===== src/rtl/imm_encoder_pkg.sv =====
// Shared immediate-format constants and the encoded-entry layout.
// The extender decodes with the same IMM_* select values.
package imm_encoder_pkg;

  localparam logic [2:0] IMM_I = 3'b000;
  localparam logic [2:0] IMM_S = 3'b001;
  localparam logic [2:0] IMM_B = 3'b010;
  localparam logic [2:0] IMM_U = 3'b011;
  localparam logic [2:0] IMM_J = 3'b100;

  typedef struct packed {
    logic [31:0] instr;
    logic        err;
  } enc_t;

  localparam int ENC_W = $bits(enc_t);

  // True when v[31:lsb] are all equal, i.e. v survives truncation to a signed (lsb+1)-bit field.
  function automatic logic fits_signed(input logic [31:0] v, input int unsigned lsb);
    logic [31:0] s;
    s = 32'($signed(v) >>> lsb);
    return (s == '0) || (s == '1);
  endfunction

endpackage


===== src/rtl/imm_enc_fifo.sv =====
// 2-entry FIFO with registered head; latency 1 from push to out_valid.
// in_ready drops only when full; no pass-through, so a full queue never accepts.
module imm_enc_fifo #(
  parameter int W = 33
) (
  input  logic         clk,
  input  logic         rst_n,
  input  logic         in_valid,
  output logic         in_ready,
  input  logic [W-1:0] in_data,
  output logic         out_valid,
  input  logic         out_ready,
  output logic [W-1:0] out_data
);

  logic [1:0]   count;
  logic [W-1:0] slot0;
  logic [W-1:0] slot1;
  logic         push;
  logic         pop;

  assign in_ready  = (count != 2'd2);
  assign out_valid = (count != 2'd0);
  assign out_data  = slot0;
  assign push      = in_valid && in_ready;
  assign pop       = out_valid && out_ready;

  always_ff @(posedge clk or negedge rst_n) begin
    if (!rst_n) begin
      count <= 2'd0;
      slot0 <= '0;
      slot1 <= '0;
    end else begin
      case ({push, pop})
        2'b10: begin
          if (count == 2'd0) slot0 <= in_data;
          else               slot1 <= in_data;
          count <= count + 2'd1;
        end
        2'b01: begin
          slot0 <= slot1;
          count <= count - 2'd1;
        end
        2'b11: begin
          // Push while popping can only happen with one entry held (full blocks push).
          if (count == 2'd1) begin
            slot0 <= in_data;
          end else begin
            slot0 <= slot1;
            slot1 <= in_data;
          end
        end
        default: ;
      endcase
    end
  end

endmodule


===== src/rtl/imm_encoder.sv =====
// Scatters an immediate into RV32I I/S/B/U/J fields of a skeleton and flags unrepresentable values.
// Latency 1 through a 2-entry queue; in_ready low only when the queue is full.
module imm_encoder
  import imm_encoder_pkg::*;
#(
  parameter int ERR_CNT_W = 8
) (
  input  logic                 clk,
  input  logic                 rst_n,
  input  logic                 in_valid,
  output logic                 in_ready,
  input  logic [31:0]          skel,
  input  logic [31:0]          imm,
  input  logic [2:0]           imm_src,
  output logic                 out_valid,
  input  logic                 out_ready,
  output logic [31:0]          out_instr,
  output logic                 out_err,
  output logic [ERR_CNT_W-1:0] err_count
);

  function automatic enc_t encode(input logic [31:0] s, input logic [31:0] v, input logic [2:0] src);
    enc_t r;
    r.instr = s;
    r.err   = 1'b0;
    case (src)
      IMM_I: begin
        r.instr[31:20] = v[11:0];
        r.err          = !fits_signed(v, 11);
      end
      IMM_S: begin
        r.instr[31:25] = v[11:5];
        r.instr[11:7]  = v[4:0];
        r.err          = !fits_signed(v, 11);
      end
      IMM_B: begin
        r.instr[31]    = v[12];
        r.instr[30:25] = v[10:5];
        r.instr[11:8]  = v[4:1];
        r.instr[7]     = v[11];
        r.err          = !fits_signed(v, 12) || v[0];
      end
      IMM_U: begin
        r.instr[31:12] = v[31:12];
        r.err          = (v[11:0] != 12'd0);
      end
      IMM_J: begin
        r.instr[31]    = v[20];
        r.instr[30:21] = v[10:1];
        r.instr[20]    = v[11];
        r.instr[19:12] = v[19:12];
        r.err          = !fits_signed(v, 20) || v[0];
      end
      default: r.err = 1'b1;
    endcase
    return r;
  endfunction

  enc_t enc;
  enc_t head;
  logic accept;

  assign enc    = encode(skel, imm, imm_src);
  assign accept = in_valid && in_ready;

  imm_enc_fifo #(.W(ENC_W)) u_fifo (
    .clk       (clk),
    .rst_n     (rst_n),
    .in_valid  (in_valid),
    .in_ready  (in_ready),
    .in_data   (enc),
    .out_valid (out_valid),
    .out_ready (out_ready),
    .out_data  (head)
  );

  assign out_instr = head.instr;
  assign out_err   = head.err;

  always_ff @(posedge clk or negedge rst_n) begin
    if (!rst_n) begin
      err_count <= '0;
    end else if (accept && enc.err && (err_count != '1)) begin
      err_count <= err_count + 1'b1;
    end
  end

endmodule


===== config.mk =====
export PLATFORM = sky130hd
export DESIGN_NAME = imm_encoder
export DESIGN_NICKNAME = d
export VERILOG_FILES = /design/src/rtl/imm_encoder_pkg.sv /design/src/rtl/imm_enc_fifo.sv /design/src/rtl/imm_encoder.sv
export SDC_FILE = /design/constraint.sdc
export NUM_CORES = 1
export LEC_CHECK = 0
export CAP_MARGIN = 20
export CORE_ASPECT_RATIO = 1.4
export CORE_MARGIN = 2
export CORE_UTILIZATION = 48
export DETAILED_ROUTE_END_ITERATION = 6
export PLACE_DENSITY = 0.79
export SLEW_MARGIN = 30
export SYNTH_ARGS = -nofsm -noshare
export SYNTH_HDL_FRONTEND = slang
export SYNTH_SLANG_ARGS = --single-unit

===== constraint.sdc =====
create_clock -name clk -period 2.7 [get_ports clk]
set_input_delay 0.27 -clock clk [delete_from_list [all_inputs] [get_ports clk]]
set_output_delay 0.27 -clock clk [all_outputs]
set_load 0.02 [all_outputs]

==> metrics.yaml <==
rsz0062_at_grt: "false"
slowest_delay_ps: 570
syn_area_um2: 3960
yosys.area.top_type: "dfrtp_1"
numPortBuffers: 113
relSlewSlack_pct: 52.2
fill_cells: 662
ir_worst_vdd_uv: 885
antenna_found_initial: 0
ios: 114
post_cts_buffers: 0
ant_nets: 0
cpMostUsedCell: "or4_4"
detail_route.wl_per_cell_um: 17.9
rows: 39
fp.dieArea_um2: 9000
path_cells: "clkdlybuf4s50_1 -> or4_4 -> or4_4 -> a221oi_4 -> buf_4 -> nor3b_1 -> xor2_1"
root_buffer: "clkbuf_16"
violations: "negative hold slack"
grt_max_degree: 77
yosysMostFrequentCell: "nor2_1"
max_freq_mhz: 400
ys_seq_area_share_pct: 48.1
timing.hold.ws_ps: -50.1
ys_async_sr_fraction_pct: 100
finalCriticalPeriod_ps: 2500
start_util_pct: 48.9
synth_nets: 475
clk_pin_slew_ps: 60
htreeDepth: 3
crit_family: "simple AND/OR/NAND/NOR gates"
hp-class: "in -> async"
max_cap_viol_count: 0
worst-path-max-fanout: 7
clock_latency_ps: 330
vias: 3664
stdcell_count: 623
synth_common_cells: "90 x nor2_1, 76 x dfrtp_1, 36 x mux2_2, 27 x a221oi_1, 24 x a21oi_1"
final_util_pct: 68.5
critPathRequiredTime_ps: 2900
synth.distinct_cells: 41
place_ws_ps: -142
fin_nets: 597
finalSetupViolations: 0
core_area_um2: 8100
finalCritPeriodShare_pct: 92.7
leakage_nw: 2.30
layout-drive-gt1-share_pct: 16.1
drtIter0Drc: 263
grt_pass1_vias: 3721
ys_ff_latch: 76
ys.flop_type: "dfrtp_1"
grt_pass1_wl_mm: 17.9
yosysWarnings: 0
antennaDiodeCount: 0
setup.worst_path.class: "in -> reg"
crit_buf_inv: 2
vias_per_cell: 5.88
cts_tree: "done"
cts_sinks: 76
slowest_stage: "or4_4"
rrSetupSlack_ps: 300
end_kind: "flip-flop"
die_x_um: 80.7
dp_hpwl_mm: 7.91
setup_tns_ps: 0
drcViolationCount: 0
wirelength_mm: 11.1
r2r-start: "u_fifo.count[0]"
powerDensity_nw_per_um2: 1080
area_growth_pct: 40.2
post-place-cells: 610
status: "finished, violations left"
place.gp.congestion: 0.939
numCtsBuffers: 9
clock_skew_ps: 3.30
drtPass1Iterations: 5
avgSynthCellArea_um2: 9.97
grt_usage_pct: 25.8
worst_slack_ps: 197
synth_top_area_share_pct: 48.1
synth_cells: 397
worstMarginPinSlew_ps: 716
cp-start-kind: "input pin"
gr-total-overflow: 0
rr_worst_depth: 11
ys_top_cells_by_area: "dfrtp_1 48%, mux2_2 10%, nor2_1 8.5%, a221oi_1 6.0%, a21oi_1 3.0%"
rr_endpoint: "u_fifo.out_data[25]"
die_y_um: 111
clock_path_buffers: 2
hold_viol: 76
slew_viol_final: 0
critical_path_arrival_ps: 2710
synth-edff-count: 0
[metal layers]
metal	share of wire [%]	track usage, %
met1	38	30.2
met3	6.1	5.11
met5	0	0
met4	2.9	12.3
met2	53	44.4
[timing repair]
item | 4_1_cts | 5_1_grt
endpoints found under the hold margin | 0 | 0
hold buffers | 0 | 0
resized for setup | 0 | 3
endpoints found under the setup margin | 0 | 22
[through the flow]
stage               instance area (µm²)  power (mW)
floorplan                          3960        3.68
global placement                   5270        4.78
detailed placement                 5270        4.89
CTS                                5540        6.03
global route                       5550        6.36
finish                             5550        6.00
[placed cells by master (no fill, tap or decap), types with 2 or more instances in the layout]
cell type / synthesis / final
nand2_1: 15 / 14
clkdlybuf4s50_1: 0 / 112
a211oi_1: 4 / 4
o22ai_1: 6 / 6
nor4_1: 7 / 7
nand3_1: 4 / 4
xor2_1: 7 / 7
ha_1: 7 / 7
nor3_1: 6 / 6
inv_1: 10 / 10
a221oi_1: 27 / 27
clkbuf_8: 2 / 2
mux2_2: 36 / 36
mux2i_1: 10 / 10
or4_4: 2 / 2
o21ai_1: 3 / 2
a21oi_1: 24 / 23
clkbuf_16: 0 / 9
buf_4: 0 / 20
nor2_1: 90 / 89
nor2b_1: 6 / 5
dfrtp_1: 76 / 76
o21ai_0: 8 / 8
xnor2_1: 3 / 3
nand4_1: 6 / 6
a31oi_1: 2 / 2
[flip-flops by register name (all words and copies together) (netlist names)]
| signal | count |
|---|---|
| u_fifo.out_data | 33 |
| u_fifo.count | 2 |
| u_fifo.slot1 | 33 |
| err_count | 8 |
[area by class of cell]
class	instances	area, µm²	area share [%]
Clock buffer	11	253	4.55
Clock inverter	2	12.5	0.225
Tap cell	102	128	2.30
Timing Repair Buffer	133	1280	23.1
Multi-Input combinational cell	289	1940	34.9
Sequential cell	76	1900	34.3
Inverter	10	37.5	0.676
[worst max path at each step]
stage,start,depth (start not counted),end
after floorplan,u_fifo.count[0],10,u_fifo.slot1[22]
after global placement,imm[16],9,err_count[3]
after detailed placement,imm[16],9,err_count[2]
after CTS,u_fifo.count[0],11,u_fifo.out_data[3]
after global routing,u_fifo.count[0],11,u_fifo.out_data[25]
final,imm[20],7,err_count[2]
[logic make-up (layout without fill, tap and decap cells)]
group,after synthesis,after routing,share of synthesized area [%]
adder cells (fa/ha/maj),7,7,2.21
AND/OR/NAND/NOR,142,142,15.9
multiplexers,47,47,13.2
buffers and inverters,32,156,3.54
AO/OA/AOI/OAI,83,83,15.0
XOR/XNOR,10,10,2.21
flip-flops,76,76,48.1
[power breakdown]
part / internal, mW / switching [mW] / leakage [nW]
registers: 1.72 / 0.361 / 0.884
clock network: 0.654 / 0.430 / 0.129
logic: 1.35 / 1.48 / 1.28
total: 3.73 / 2.27 / 2.30
(Power assumes the default switching activity.)
